## src/rtl/plat_scan_ctrl_pkg.sv

```systemverilog
`default_nettype none
// ---------------------------------------------------------------------------
// plat_scan_ctrl_pkg : shared constants, FSM encoding, packed-bus helpers
// Rev 1.0
// ---------------------------------------------------------------------------
package plat_scan_ctrl_pkg;

    localparam int TILE_W      = 8;
    localparam int CHAR_W      = 16;
    localparam int MAX_BUS_W   = 1024;
    localparam int MAX_FIELD_W = 32;

    typedef enum logic [1:0] {
        ST_IDLE = 2'd0,
        ST_SCAN = 2'd1,
        ST_DONE = 2'd2
    } scan_state_t;

    // Returns field `idx` of width `w` from a bus zero-extended to MAX_BUS_W.
    function automatic logic [MAX_FIELD_W-1:0] field_at(
        input logic [MAX_BUS_W-1:0] bus,
        input int                   idx,
        input int                   w
    );
        logic [MAX_BUS_W-1:0]   shifted;
        logic [MAX_FIELD_W-1:0] mask;
        shifted = bus >> (idx * w);
        mask    = (w >= MAX_FIELD_W) ? '1 : ((MAX_FIELD_W'(1) << w) - MAX_FIELD_W'(1));
        return shifted[MAX_FIELD_W-1:0] & mask;
    endfunction

endpackage
`default_nettype wire

```

## src/rtl/plat_hit_check.sv

```systemverilog
`default_nettype none
// ---------------------------------------------------------------------------
// plat_hit_check : combinational landing test of one platform vs trajectory
// Rev 1.0
// ---------------------------------------------------------------------------
module plat_hit_check
    import plat_scan_ctrl_pkg::*;
#(
    parameter int PHY_WIDTH       = 16,
    parameter int BLOCK_LEN_WIDTH = 4
) (
    input  logic [PHY_WIDTH-1:0]       i_px,
    input  logic [PHY_WIDTH-1:0]       i_py,
    input  logic [BLOCK_LEN_WIDTH-1:0] i_len,
    input  logic [PHY_WIDTH-1:0]       i_char_x,
    input  logic [PHY_WIDTH-1:0]       i_foot_y,
    input  logic [PHY_WIDTH-1:0]       i_next_foot_y,
    output logic                       o_hit
);

    logic [PHY_WIDTH-1:0] w_span;
    logic [PHY_WIDTH:0]   w_char_r;
    logic [PHY_WIDTH:0]   w_plat_r;
    logic                 w_horiz;
    logic                 w_vert;

    // Span is deliberately kept at PHY_WIDTH; only the edge sums get a guard bit.
    assign w_span   = PHY_WIDTH'(i_len) * PHY_WIDTH'(TILE_W);
    assign w_char_r = {1'b0, i_char_x} + (PHY_WIDTH+1)'(CHAR_W);
    assign w_plat_r = {1'b0, i_px} + {1'b0, w_span};

    assign w_horiz = (w_char_r > {1'b0, i_px}) && ({1'b0, i_char_x} < w_plat_r);
    // Crossing the top surface downward implies next < foot, so rising never hits.
    assign w_vert  = (i_foot_y >= i_py) && (i_next_foot_y < i_py);

    assign o_hit = w_horiz && w_vert;

endmodule
`default_nettype wire

```

## src/rtl/plat_scan_ctrl.sv

```systemverilog
`default_nettype none
// ---------------------------------------------------------------------------
// plat_scan_ctrl : sequential per-platform landing scan, one platform/cycle
// Rev 1.0
// ---------------------------------------------------------------------------
module plat_scan_ctrl
    import plat_scan_ctrl_pkg::*;
#(
    parameter int PLATFORM_NUM_PER_BLOCK = 7,
    parameter int PHY_WIDTH              = 16,
    parameter int BLOCK_LEN_WIDTH        = 4,
    parameter int IDX_WIDTH              = 3
) (
    input  logic                                          sys_clk,
    input  logic                                          sys_rst_n,
    input  logic                                          start,
    input  logic [PHY_WIDTH-1:0]                          char_x,
    input  logic [PHY_WIDTH-1:0]                          foot_y,
    input  logic [PHY_WIDTH-1:0]                          next_foot_y,
    input  logic                                          block_switch,
    input  logic [PLATFORM_NUM_PER_BLOCK*PHY_WIDTH-1:0]   plat_relative_x,
    input  logic [PLATFORM_NUM_PER_BLOCK*PHY_WIDTH-1:0]   plat_relative_y,
    input  logic [PLATFORM_NUM_PER_BLOCK*BLOCK_LEN_WIDTH-1:0] plat_len,
    output logic                                          busy,
    output logic                                          done,
    output logic                                          hit,
    output logic [IDX_WIDTH-1:0]                          hit_idx,
    output logic [PHY_WIDTH-1:0]                          land_y
);

    localparam logic [IDX_WIDTH-1:0] c_LAST_IDX = IDX_WIDTH'(PLATFORM_NUM_PER_BLOCK - 1);

    scan_state_t          r_state;
    logic [IDX_WIDTH-1:0] r_idx;
    logic [PHY_WIDTH-1:0] r_char_x;
    logic [PHY_WIDTH-1:0] r_foot_y;
    logic [PHY_WIDTH-1:0] r_next_y;
    logic                 r_whit;
    logic [IDX_WIDTH-1:0] r_widx;
    logic [PHY_WIDTH-1:0] r_wy;
    logic                 r_busy;
    logic                 r_done;
    logic                 r_hit;
    logic [IDX_WIDTH-1:0] r_hit_idx;
    logic [PHY_WIDTH-1:0] r_land_y;

    logic [PHY_WIDTH-1:0]       w_px;
    logic [PHY_WIDTH-1:0]       w_py;
    logic [BLOCK_LEN_WIDTH-1:0] w_len;
    logic                       w_plat_hit;
    logic                       w_take;

    assign w_px  = PHY_WIDTH'(field_at(MAX_BUS_W'(plat_relative_x), 32'(r_idx), PHY_WIDTH));
    assign w_py  = PHY_WIDTH'(field_at(MAX_BUS_W'(plat_relative_y), 32'(r_idx), PHY_WIDTH));
    assign w_len = BLOCK_LEN_WIDTH'(field_at(MAX_BUS_W'(plat_len), 32'(r_idx), BLOCK_LEN_WIDTH));

    plat_hit_check #(
        .PHY_WIDTH       (PHY_WIDTH),
        .BLOCK_LEN_WIDTH (BLOCK_LEN_WIDTH)
    ) u_hit_check (
        .i_px          (w_px),
        .i_py          (w_py),
        .i_len         (w_len),
        .i_char_x      (r_char_x),
        .i_foot_y      (r_foot_y),
        .i_next_foot_y (r_next_y),
        .o_hit         (w_plat_hit)
    );

    // Strictly-greater replacement keeps the lower index on equal heights.
    assign w_take = w_plat_hit && (!r_whit || (w_py > r_wy));

    always_ff @(posedge sys_clk or negedge sys_rst_n) begin
        if (!sys_rst_n) begin
            r_state   <= ST_IDLE;
            r_idx     <= '0;
            r_char_x  <= '0;
            r_foot_y  <= '0;
            r_next_y  <= '0;
            r_whit    <= 1'b0;
            r_widx    <= '0;
            r_wy      <= '0;
            r_busy    <= 1'b0;
            r_done    <= 1'b0;
            r_hit     <= 1'b0;
            r_hit_idx <= '0;
            r_land_y  <= '0;
        end else begin
            r_done <= 1'b0;
            case (r_state)
                ST_IDLE: begin
                    if (start) begin
                        r_char_x  <= char_x;
                        r_foot_y  <= foot_y;
                        r_next_y  <= next_foot_y;
                        r_whit    <= 1'b0;
                        r_widx    <= '0;
                        r_wy      <= '0;
                        r_hit     <= 1'b0;
                        r_hit_idx <= '0;
                        r_land_y  <= '0;
                        r_idx     <= '0;
                        r_busy    <= 1'b1;
                        r_state   <= ST_SCAN;
                    end
                end
                ST_SCAN: begin
                    if (block_switch) begin
                        r_idx  <= '0;
                        r_whit <= 1'b0;
                        r_widx <= '0;
                        r_wy   <= '0;
                    end else begin
                        if (w_take) begin
                            r_whit <= 1'b1;
                            r_widx <= r_idx;
                            r_wy   <= w_py;
                        end
                        if (r_idx == c_LAST_IDX) begin
                            r_state   <= ST_DONE;
                            r_done    <= 1'b1;
                            r_hit     <= w_take || r_whit;
                            r_hit_idx <= w_take ? r_idx : r_widx;
                            r_land_y  <= w_take ? w_py  : r_wy;
                        end else begin
                            r_idx <= r_idx + IDX_WIDTH'(1);
                        end
                    end
                end
                ST_DONE: begin
                    r_busy  <= 1'b0;
                    r_idx   <= '0;
                    r_state <= ST_IDLE;
                end
                default: begin
                    r_busy  <= 1'b0;
                    r_state <= ST_IDLE;
                end
            endcase
        end
    end

    assign busy    = r_busy;
    assign done    = r_done;
    assign hit     = r_hit;
    assign hit_idx = r_hit_idx;
    assign land_y  = r_land_y;

endmodule
`default_nettype wire

```

## config.mk

```make
export PLATFORM = sky130hd
export DESIGN_NAME = plat_scan_ctrl
export DESIGN_NICKNAME = d
export VERILOG_FILES = /design/src/rtl/plat_scan_ctrl_pkg.sv /design/src/rtl/plat_hit_check.sv /design/src/rtl/plat_scan_ctrl.sv
export SDC_FILE = /design/constraint.sdc
export NUM_CORES = 1
export LEC_CHECK = 0
export BUFFER_PORTS_ARGS = -buffer_cell sky130_fd_sc_hd__buf_2
export CAP_MARGIN = 5
export CORE_UTILIZATION = 33
export CTS_BUF_LIST = sky130_fd_sc_hd__clkbuf_8
export CTS_CLUSTER_DIAMETER = 120
export DETAILED_ROUTE_END_ITERATION = 8
export PLACE_DENSITY = 0.55
export SLEW_MARGIN = 10
export SYNTH_ARGS = -nofsm -noshare
export SYNTH_HDL_FRONTEND = slang
export SYNTH_SLANG_ARGS = --single-unit
```

## constraint.sdc

```tcl
create_clock -name sys_clk -period 9.4 [get_ports sys_clk]
set_input_delay 0.94 -clock sys_clk [delete_from_list [all_inputs] [get_ports sys_clk]]
set_output_delay 0.94 -clock sys_clk [all_outputs]
set_load 0.02 [all_outputs]
```

==> flow_metrics.py, run 1 <==
metrics = {
    "pwr": {
        "power_density_nw_per_um2": 228.8,
        "total_power_mw": 2.404,
        "p_leak_nw": 4.877,
        "vdd_drop_max_mv": 0.1164,
    },
    "run": {
        "maxCapViolCount": 0,
    },
    "floorplan": {
        "coreArea_um2": 25250,
        "pin_count": 326,
        "die_h_um": 162.6,
        "initial_core_util_pct": 33.70,
        "rows": 58,
        "dieArea_um2": 26430,
        "die_w_um": 162.6,
    },
    "clock_tree": {
        "cts_buffers": 9,
        "clk_pin_slew_ns": 0.12,
        "htree_levels": 3,
        "cts_root_buf": "clkbuf_8",
        "cts_resized": 0,
        "clock_path_buffers": 2,
        "clock-sinks": 95,
        "post-cts-setup-buffer-count": 0,
        "insertion_delay_ns": 0.40,
        "cts_tree": "done",
        "cts_hold_buf": 0,
    },
    "critical_path": {
        "start_kind": "flop",
        "crit_type": "reg2reg",
        "endpoint_kind": "flop",
        "path_cells": "buf_4 > mux2i_1 > nor2_1 > a21oi_1 > a21o_1 > inv_1 > ha_1 > fa_1 > a21o_1 > a21oi_1 > nor2_1 > nor4b_1 > nand2_1 > xnor2_1 > ha_1 > a2111oi_0 > o21ai_0 > a21oi_1 > or2_2 > o211ai_4 > nor2_4 > o311ai_0",
        "max_stage_delay_ns": 0.94,
        "crit_fanout": 55,
        "slowest_stage": "dfrtp_4",
        "crit_top_cell": "a21oi_1",
        "critPathRequiredTime_ns": 9.62,
        "crit_arrival_ns": 6.41,
    },
    "detailed_routing": {
        "routed_via_density": 5.413,
        "vias": 7935,
        "first_iter_violations": 398,
        "ant_nets": 0,
        "dr_wl_met3_um": 1448,
        "dr_wl_met2_um": 14540,
        "met1_length_um": 12640,
        "wl_per_cell_um": 19.83,
        "routed.top_layer": "met4",
        "routed_wl_um": 29080,
        "drc": 0,
        "firstDrtPassIters": 5,
    },
    "placed_design": {
        "pre_cts_ws_ns": 3.238,
        "place.gp.congestion": 0.8738,
        "numPortBuffers": 325,
        "post_dp_cell_area_um2": 10300,
        "dp_hpwl_um": 22770,
        "dp.cells": 1447,
    },
    "layout": {
        "layout_common_cells": "324 x buf_2, 92 x dfrtp_1, 83 x ha_1",
        "stdcell_count": 1466,
        "fill_cells": 2566,
        "fin_area_um2": 10500,
        "nets": 1516,
        "final_common_cell": "buf_2",
        "regArea_um2": 2386,
        "multi_input_area_um2": 5655,
        "syn_to_final_growth_pct": 23.44,
        "drive_gt1_share_pct": 42.89,
    },
    "yosys": {
        "synthCells": 842,
        "synth_nets": 1230,
        "synthDistinctLibCells": 74,
        "netlist_area_um2": 8509,
        "synthFlopType": "dfrtp_1",
        "ys_async_sr_fraction_pct": 100.0,
        "seq_area_frac_synth_pct": 27.94,
        "yosys_warnings": 0,
        "synth_edf_count": 0,
        "avgSynthCellArea_um2": 10.11,
        "ys_ff_latch": 95,
    },
    "global_routing": {
        "grt_antenna_before_repair": 3,
        "grt_pass1_wl_um": 44330,
        "grt_pass1_vias": 7850,
        "grt_overflow_total": 0,
        "track_usage_pct": 21.93,
        "grt_max_degree": 58,
    },
    "timing": {
        "hold_viol": 0,
        "slew-limit-headroom_pct": 22.74,
        "fin_ws_ns": 3.217,
        "fin_crit_sh_pct": 65.78,
        "worstMarginPinSlew_ns": 1.156,
        "grt_setup_unrepaired": "no",
        "max_freq_mhz": 161.7,
        "slew_violations": 0,
        "finClkSkew_ns": 0.01743,
        "min_period_ns": 6.183,
        "tns_ns": 0,
        "setup-violations-final": 0,
    },
    "run_status": {
        "status": "completed",
    },
    "worst_hold_path": {
        "hold_class": "reg2reg",
    },
}
-- logic make-up after synthesis --
kind of cell	after synthesis	synth area share, %
DFF	95	27.94
muxes	128	20.17
AOI/OAI and AO/OA	205	19.41
xor gates and xnor gates	21	2.161
adders and majority gates	84	12.44
buffers and inverters	103	5.749
and+or+nand+nor	206	12.13
-- final cells by class --
| type | instances | area share, % |
|---|---|---|
| Antenna cell | 3 | 0.07147 |
| Clock buffer | 9 | 1.179 |
| Clock inverter | 7 | 0.6432 |
| Inverter | 47 | 1.680 |
| Multi-Input combinational cell | 644 | 53.84 |
| Sequential cell | 95 | 22.72 |
| Tap cell | 330 | 3.931 |
| Timing Repair Buffer | 331 | 15.94 |
-- per-layer routing --
| layer | track usage, % | vias up |
|---|---|---|
| met5 | 0 | - |
| met4 | 5.990 | 0 |
| met3 | 3.463 | 26 |
| met2 | 38.00 | 275 |
| met1 | 28.14 | 3843 |
| li1 | - | 3791 |
-- final timing paths --
| check | from | endpoint | slack [ns] | depth (start not counted) |
|---|---|---|---|---|
| setup / recovery | r_idx[1] | land_y[4] | 3.22 | 22 |
| hold / removal | hit | hit | 0.47 | 2 |
| setup reg to reg | r_idx[1] | land_y[4] | 3.22 | 22 |
| hold reg to reg | hit | hit | 0.47 | 2 |
| max in group asynchronous | sys_rst_n | r_idx[0] | 7.63 | 2 |
| min in group asynchronous | sys_rst_n | done | 0.50 | 1 |
-- synth_stat cells (all sizes together), types with 2 or more instances --
master / count / share of area, %
dfrtp: 95 / 28
ha: 83 / 12
nand2: 76 / 3.4
mux2: 69 / 9.2
a21oi: 47 / 2.8
inv: 47 / 2.1
o21ai: 40 / 2.4
nand4: 39 / 2.9
nor2: 37 / 1.7
mux2i: 32 / 3.8
o311ai: 31 / 5.0
buf: 29 / 2.5
clkbuf: 27 / 1.2
mux4: 27 / 7.1
a221o: 21 / 2.5
a21o: 16 / 1.4
nand3: 11 / 0.65
xnor2: 11 / 1.1
xor2: 10 / 1.0
nor2b: 9 / 0.66
a211oi: 6 / 0.53
a22oi: 6 / 0.53
o211ai: 6 / 0.69
and2: 5 / 0.37
nor3: 5 / 0.35
o221ai: 5 / 0.74
nand2b: 4 / 0.29
nand3b: 4 / 0.35
nor4: 4 / 0.37
o2bb2ai: 4 / 0.41
a2111oi: 3 / 0.31
a311o: 3 / 0.35
a221oi: 2 / 0.28
and3: 2 / 0.15
and4: 2 / 0.21
o21a: 2 / 0.18
o31ai: 2 / 0.18
or2: 2 / 0.15
-- worst max-delay path, delay by kind of cell (launching register included) --
kind	cells	cell delay, ns
adders and majority gates	3	0.84
muxes	1	0.24
DFF	1	0.94
xor gates and xnor gates	1	0.07
and+or+nand+nor	6	1.47
AOI/OAI and AO/OA	9	1.83
buffers and inverters	2	0.54
-- through the flow --
stage          util [%]  hold slack, ns
2_1_floorplan         -          0.4687
3_3_place_gp      40.80          0.4459
3_5_place_dp      40.80          0.4543
4_1_cts           41.56          0.4828
5_1_grt           41.59          0.5280
6_report          41.59          0.4736
-- power breakdown --
part	switching [mW]	total [mW]	internal, mW
Combinational	0.762	1.41	0.646
Clock	0.177	0.280	0.102
Sequential	0.172	0.715	0.543
Total	1.11	2.40	1.29
-- sequential cells by signal, indices dropped and copies added, names as in the netlist, 2 cells and up --
| signal | cells |
|---|---|
| hit_idx | 3 |
| r_foot_y | 16 |
| r_wy | 16 |
| r_state | 2 |
| r_idx | 3 |
| land_y | 16 |
| r_char_x | 16 |
| r_next_y | 16 |
| r_widx | 3 |
Note: power is estimated with default switching activity, not from simulation.
==> run 2: changes to the inputs <==
--- a/config.mk
+++ b/config.mk
@@ -5,13 +5,14 @@
 export SDC_FILE = /design/constraint.sdc
 export NUM_CORES = 1
 export LEC_CHECK = 0
+export ABC_AREA = 1
 export BUFFER_PORTS_ARGS = -buffer_cell sky130_fd_sc_hd__buf_2
 export CAP_MARGIN = 5
 export CORE_UTILIZATION = 33
 export CTS_BUF_LIST = sky130_fd_sc_hd__clkbuf_8
 export CTS_CLUSTER_DIAMETER = 120
 export DETAILED_ROUTE_END_ITERATION = 8
-export PLACE_DENSITY = 0.55
+export PLACE_DENSITY = 0.57
 export SLEW_MARGIN = 10
 export SYNTH_ARGS = -nofsm -noshare
 export SYNTH_HDL_FRONTEND = slang
==> constraint.sdc (replaced) <==
create_clock -name sys_clk -period 5.4 [get_ports sys_clk]
set_input_delay 0.54 -clock sys_clk [delete_from_list [all_inputs] [get_ports sys_clk]]
set_output_delay 0.54 -clock sys_clk [all_outputs]
set_load 0.02 [all_outputs]
==> run 2 against run 1 <==
Against the previous run: via count is 21% higher; sequential cell count unchanged; sequential power rose by 76%; synthesized area fell by 0.15%; cell count is 33% higher; combinational power up 110%; routed wire length is 7.8% higher; global-route usage up 1.4 points; sequential share of layout area decreased by 0.16 points; count of clock-buffer cells in the layout is 1 higher; non-clock buffer count increased by 11; highest routed layer unchanged.
==> flow_metrics.py, run 2 <==
metrics = {
    "run_status": {
        "status": "completed",
    },
    "yosys": {
        "synth_nets": 1716,
        "synth_common_cells": "441 x nand2_1, 162 x nor2_1, 128 x o21ai_0, 102 x inv_1, 95 x dfrtp_1",
        "yosys_warnings": 0,
        "yosysMostFrequentCell": "nand2_1",
        "netlist_area_um2": 8497,
        "ys_async_sr_fraction_pct": 100.0,
        "seq_area_frac_synth_pct": 27.98,
        "synth_largest_area_cell": "dfrtp_1",
        "netlist_top_cells_area": "dfrtp_1 28%, nand2_1 19%, ha_1 12%",
        "synth_edf_count": 0,
        "synthDistinctLibCells": 36,
        "ys_ff_latch": 95,
        "synth.top_cell.area_share_pct": 27.98,
        "synthFlopType": "dfrtp_1",
        "avgSynthCellArea_um2": 6.398,
        "synthCells": 1328,
    },
    "layout": {
        "final_common_cell": "nand2_1",
        "antenna_cells": 0,
        "syn_to_final_growth_pct": 24.25,
        "layout_common_cells": "441 x nand2_1, 324 x buf_2, 159 x nor2_1",
        "nets": 2001,
        "stdcell_count": 1948,
        "drive_gt1_share_pct": 23.24,
    },
    "global_routing": {
        "grt_antenna_before_repair": 0,
        "grt_pass1_vias": 9124,
        "grt_max_degree": 56,
        "grt_overflow_total": 0,
        "grt_pass1_wl_um": 48180,
        "track_usage_pct": 23.36,
    },
    "clock_tree": {
        "cts_hold_buf": 0,
        "clock-sinks": 95,
        "cts_resized": 0,
        "cts_root_buf": "clkbuf_8",
        "insertion_delay_ns": 0.39,
        "cts_buffers": 9,
        "clk_pin_slew_ns": 0.10,
        "clock_path_buffers": 2,
        "post-cts-setup-buffer-count": 0,
        "htree_levels": 3,
        "cts_tree": "done",
    },
    "floorplan": {
        "die_h_um": 162.5,
        "dieArea_um2": 26390,
        "initial_core_util_pct": 33.65,
        "die_w_um": 162.5,
        "rows": 58,
        "coreArea_um2": 25250,
        "pin_count": 326,
    },
    "critical_path": {
        "worstSetupStartpoint": "r_idx[0]",
        "timing.rr.end": "land_y[3]",
        "critPathRequiredTime_ns": 5.67,
        "crit_family": "simple AND/OR/NAND/NOR gates",
        "max_stage_delay_ns": 0.57,
        "regToRegSetupSlack_ns": 0.74,
        "crit_buf_inv": 2,
        "worstRegToRegCells": 27,
        "crit_type": "reg2reg",
        "start_kind": "flop",
        "crit_arrival_ns": 4.94,
        "crit_fanout": 53,
        "slowest_stage": "dfrtp_4",
        "regToRegStartpoint": "r_idx[0]",
        "endpoint_kind": "flop",
        "crit_top_cell": "nand2_1",
    },
    "timing": {
        "finClkSkew_ns": 0.01385,
        "slew_violations": 0,
        "hold_viol": 0,
        "slew-limit-headroom_pct": 31.40,
        "min_period_ns": 4.665,
        "setup-violations-final": 0,
        "worstMarginPinSlew_ns": 1.028,
        "fin_ws_ns": 0.7351,
        "tns_ns": 0,
        "max_freq_mhz": 214.4,
        "grt_setup_unrepaired": "no",
        "fin_crit_sh_pct": 86.39,
    },
    "pwr": {
        "p_leak_nw": 5.952,
        "swShare_pct": 49.95,
        "internal_power_mw": 2.332,
        "clkPwrFrac_pct": 10.6,
        "total_power_mw": 4.660,
        "pwr-share-comb_pct": 62.4,
        "p_seq_share_pct": 27.1,
        "p_sw_mw": 2.328,
        "vdd_drop_max_mv": 0.2139,
        "power_density_nw_per_um2": 441.4,
    },
    "detailed_routing": {
        "drc": 0,
        "first_iter_violations": 587,
        "routed_via_density": 4.931,
        "dr_wl_met3_um": 1639,
        "met1_length_um": 14220,
        "routed.top_layer": "met4",
        "vias": 9606,
        "ant_nets": 0,
        "routed_wl_um": 31350,
        "firstDrtPassIters": 5,
        "dr_wl_met2_um": 14940,
        "wl_per_cell_um": 16.09,
    },
    "placed_design": {
        "place.gp.congestion": 0.9008,
        "dp.cells": 1932,
        "pre_cts_ws_ns": 0.7223,
        "dp_hpwl_um": 24730,
        "numPortBuffers": 325,
    },
    "run": {
        "maxCapViolCount": 0,
    },
    "worst_hold_path": {
        "hold_class": "in2async",
    },
}
run 2: changes by cell type in the layout (fill, tap and decap cells not counted), moves of 27 or more:
cell,previous run,this run
o21ai_0,35,128
inv_1,47,103
nor2_1,36,159
nand4_1,39,6
o22ai_1,1,28
mux2i_1,31,0
o21ai_1,1,30
nand2_1,76,441
mux2_2,66,0
nand3_1,11,82
mux4_2,27,0
run 2: worst max path at each step:
stage                 endpoint  slack, ns  cells past startpoint
finish               land_y[3]       0.74                     27
global route         land_y[1]       0.21                     29
CTS                  land_y[3]       0.69                     27
detailed placement  land_y[10]       0.72                     27
global placement    land_y[11]       0.81                     27
floorplan            r_widx[2]       0.96                     35
run 2: cells by family (layout without fill, tap and decap cells):
logic type,count (synthesis),count (layout),synth area share (%)
xor+xnor,18,18,1.856
buf+inv,175,465,8.497
fa+ha+maj,84,84,12.46
compound gates,248,248,15.82
simple gates,708,708,33.40
flops,95,95,27.98
run 2: cell type report:
| cell class | count | area, um^2 |
|---|---|---|
| fillers | 2803 | 14700 |
| multi-input cells | 1058 | 5405 |
| well taps | 330 | 412.9 |
| repair buffers | 342 | 1757 |
| clock buffers | 10 | 137.6 |
| flip-flops and latches | 95 | 2381 |
| clock inverters | 6 | 61.31 |
| inverters | 107 | 402.9 |
run 2: routing by layer:
| layer | global-route usage (%) | vias to the layer above |
|---|---|---|
| li1 | - | 4886 |
| met1 | 30.97 | 4393 |
| met2 | 40.15 | 294 |
| met3 | 2.215 | 33 |
| met4 | 6.647 | 0 |
| met5 | 0 | - |
run 2: through the flow:
step / utilization, % / area, um^2 / hold WS, ns
2_1_floorplan: - / 8497 / 0.2444
3_3_place_gp: 41.02 / 10360 / 0.4630
3_5_place_dp: 41.02 / 10360 / 0.4610
4_1_cts: 41.81 / 10560 / 0.1430
5_1_grt: 41.81 / 10560 / 0.1683
6_report: 41.81 / 10560 / 0.1297
run 2: power by group through the flow:
stage / logic [mW] / registers, mW / clock network, mW
floorplan: 2.02 / 1.29 / 0
global placement: 2.86 / 1.27 / 0
detailed placement: 2.92 / 1.27 / 0
CTS: 2.93 / 1.26 / 0.506
global route: 3.38 / 1.31 / 0.536
finish: 2.91 / 1.26 / 0.493
==> run 3: changes to the inputs <==
--- a/config.mk
+++ b/config.mk
@@ -5,13 +5,13 @@
 export SDC_FILE = /design/constraint.sdc
 export NUM_CORES = 1
 export LEC_CHECK = 0
-export ABC_AREA = 1
 export BUFFER_PORTS_ARGS = -buffer_cell sky130_fd_sc_hd__buf_2
 export CAP_MARGIN = 5
 export CORE_UTILIZATION = 33
 export CTS_BUF_LIST = sky130_fd_sc_hd__clkbuf_8
 export CTS_CLUSTER_DIAMETER = 120
 export DETAILED_ROUTE_END_ITERATION = 8
+export HOLD_SLACK_MARGIN = 0.05
 export PLACE_DENSITY = 0.57
 export SLEW_MARGIN = 10
 export SYNTH_ARGS = -nofsm -noshare
==> run 3 against run 2 <==
Against the previous run: cell area rose by 1.7%; count of clock-buffer cells in the layout shrank 1; routed wire length fell by 5.6%; non-clock buffer count grew 11; die area increased by 0.15%; clock skew is 0.012 ns higher; sequential cell count unchanged; via count decreased by 16%; largest cell class unchanged; utilization is 0.72 points higher; combinational power is 9.6% lower; hold slack improved by 0.037 ns.
==> flow_metrics.py, run 3 (synthesis gave the netlist of run 1 again) <==
metrics = {
    "run_status": {
        "status": "completed",
    },
    "clock_tree": {
        "clk_pin_slew_ns": 0.13,
        "cts_tree": "done",
        "cts_buffers": 9,
        "htree_levels": 3,
        "clock-sinks": 95,
        "cts_hold_buf": 0,
        "clock_path_buffers": 2,
        "insertion_delay_ns": 0.41,
        "cts_root_buf": "clkbuf_8",
    },
    "critical_path": {
        "endpoint_kind": "flop",
        "path_cells": "mux4_2 > nor2_1 > a21o_1 > inv_1 > ha_1 > a21o_1 > a21o_1 > a21oi_1 > nor4_2 > nand2_1 > nor3_1 > xor2_1 > ha_1 > a2111oi_1 > o21ai_0 > a21oi_1 > or2_2 > o211a_4 > buf_4 > nand4_1 > o311ai_2",
        "worstSetupStartpoint": "r_idx[0]",
        "critPathRequiredTime_ns": 5.69,
        "start_kind": "flop",
        "regToRegStartpoint": "r_idx[0]",
        "max_stage_delay_ns": 0.56,
        "worstRegToRegCells": 21,
        "slowest_stage": "dfrtp_4",
        "crit_fanout": 19,
        "crit_buf_inv": 2,
        "crit_top_cell": "a21o_1",
        "timing.rr.end": "r_wy[2]",
        "regToRegSetupSlack_ns": 0.54,
        "crit_arrival_ns": 5.15,
        "crit_family": "compound AO/OA/AOI/OAI gates",
        "crit_type": "reg2reg",
    },
    "floorplan": {
        "rows": 58,
        "initial_core_util_pct": 33.70,
        "die_w_um": 162.6,
        "dieArea_um2": 26430,
        "pin_count": 326,
        "die_h_um": 162.6,
        "coreArea_um2": 25250,
    },
    "pwr": {
        "p_sw_mw": 1.986,
        "clkPwrFrac_pct": 11.9,
        "swShare_pct": 45.97,
        "power_density_nw_per_um2": 402.2,
        "p_seq_share_pct": 27.2,
        "p_leak_nw": 4.998,
        "pwr-share-comb_pct": 60.9,
        "vdd_drop_max_mv": 0.1689,
        "internal_power_mw": 2.334,
    },
    "layout": {
        "syn_to_final_growth_pct": 26.20,
        "layout_common_cells": "324 x buf_2, 92 x dfrtp_1, 83 x ha_1",
        "finish.utilization_pct": 42.52,
        "nets": 1538,
        "fill_cells": 2557,
        "stdcell_count": 1491,
        "final_common_cell": "buf_2",
        "drive_gt1_share_pct": 44.07,
    },
    "timing": {
        "min_period_ns": 4.861,
        "fin_ws_ns": 0.5389,
        "tns_ns": 0,
        "fin_crit_sh_pct": 90.02,
        "max_freq_mhz": 205.7,
        "setup-violations-final": 0,
        "finClkSkew_ns": 0.02548,
        "hold_viol": 0,
        "slew-limit-headroom_pct": 31.80,
        "slew_violations": 0,
        "worstMarginPinSlew_ns": 1.023,
        "grt_setup_unrepaired": "no",
    },
    "global_routing": {
        "grt_antenna_before_repair": 8,
        "grt_overflow_total": 0,
        "grt_pass1_wl_um": 45460,
        "track_usage_pct": 22.69,
        "grt_max_degree": 61,
        "grt_pass1_vias": 8004,
    },
    "placed_design": {
        "dp.cells": 1465,
        "place.gp.congestion": 0.8337,
        "dp_hpwl_um": 23530,
        "numPortBuffers": 325,
        "pre_cts_ws_ns": 0.4410,
    },
    "detailed_routing": {
        "vias": 8037,
        "wl_per_cell_um": 19.85,
        "routed_via_density": 5.390,
        "firstDrtPassIters": 5,
        "routed_wl_um": 29590,
        "first_iter_violations": 411,
        "ant_nets": 0,
        "drc": 0,
    },
    "worst_hold_path": {
        "hold_class": "in2async",
    },
    "run": {
        "maxCapViolCount": 0,
    },
}
run 3: per-layer routing:
| metal | share of wire, % | global-route usage (%) |
|---|---|---|
| met1 | 43 | 29.48 |
| met2 | 49 | 37.72 |
| met3 | 5.5 | 4.533 |
| met4 | 2.1 | 7.052 |
| met5 | 0.12 | 0 |
run 3: worst max path at each step:
stage | to | depth (start not counted) | slack (ns)
6_report | r_wy[2] | 21 | 0.54
4_1_cts | land_y[2] | 21 | 0.38
3_5_place_dp | land_y[2] | 21 | 0.44
3_3_place_gp | r_wy[2] | 21 | 0.49
5_1_grt | r_wy[2] | 21 | 0.04
2_1_floorplan | r_widx[0] | 25 | 0.25
run 3: area by class of cell:
type                       count  area, um^2  share of cell area, %
antenna                        6       15.01                 0.1398
clock buffer                   9       123.9                  1.153
clock inverter                 7       90.09                 0.8389
inverter                      47       176.4                  1.643
multi-input combinational    644        5663                  52.73
sequential                    95        2386                  22.22
tap                          330       412.9                  3.845
timing repair buffer         353        1872                  17.43
run 3: repair_timing:
item,CTS,global route
buffers inserted,0,4
endpoints found under the setup margin,0,23
gates resized for setup,0,2
endpoints found under the hold margin,0,0
run 3: power groups by stage:
| stage | clock [mW] | sequential (mW) | combinational, mW |
|---|---|---|---|
| 3_5_place_dp | 0 | 1.20 | 2.59 |
| 6_report | 0.513 | 1.17 | 2.63 |
| 3_3_place_gp | 0 | 1.20 | 2.55 |
| 5_1_grt | 0.566 | 1.21 | 2.98 |
| 2_1_floorplan | 0 | 1.11 | 1.92 |
| 4_1_cts | 0.534 | 1.19 | 2.61 |
run 3: worst reg2reg max path: stages, from the launching register on:
cell and delay, ns:
dfrtp_4 0.56, mux4_2 0.52, nor2_1 0.10, a21o_1 0.14
inv_1 0.10, ha_1 0.31, a21o_1 0.18, a21o_1 0.20
a21oi_1 0.32, nor4_2 0.08, nand2_1 0.12, nor3_1 0.06
xor2_1 0.16, ha_1 0.31, a2111oi_1 0.37, o21ai_0 0.13
a21oi_1 0.13, or2_2 0.17, o211a_4 0.31, buf_4 0.24
nand4_1 0.13, o311ai_2 0.12
run 3: stage by stage:
stage	cell area [um^2]	power [mW]	hold slack, ns
after detailed placement	10470	3.789	0.4548
after floorplan	8509	3.030	0.2444
after CTS	10680	4.329	0.1851
after global placement	10470	3.744	0.4513
final	10740	4.319	0.1671
after global routing	10730	4.757	0.1913
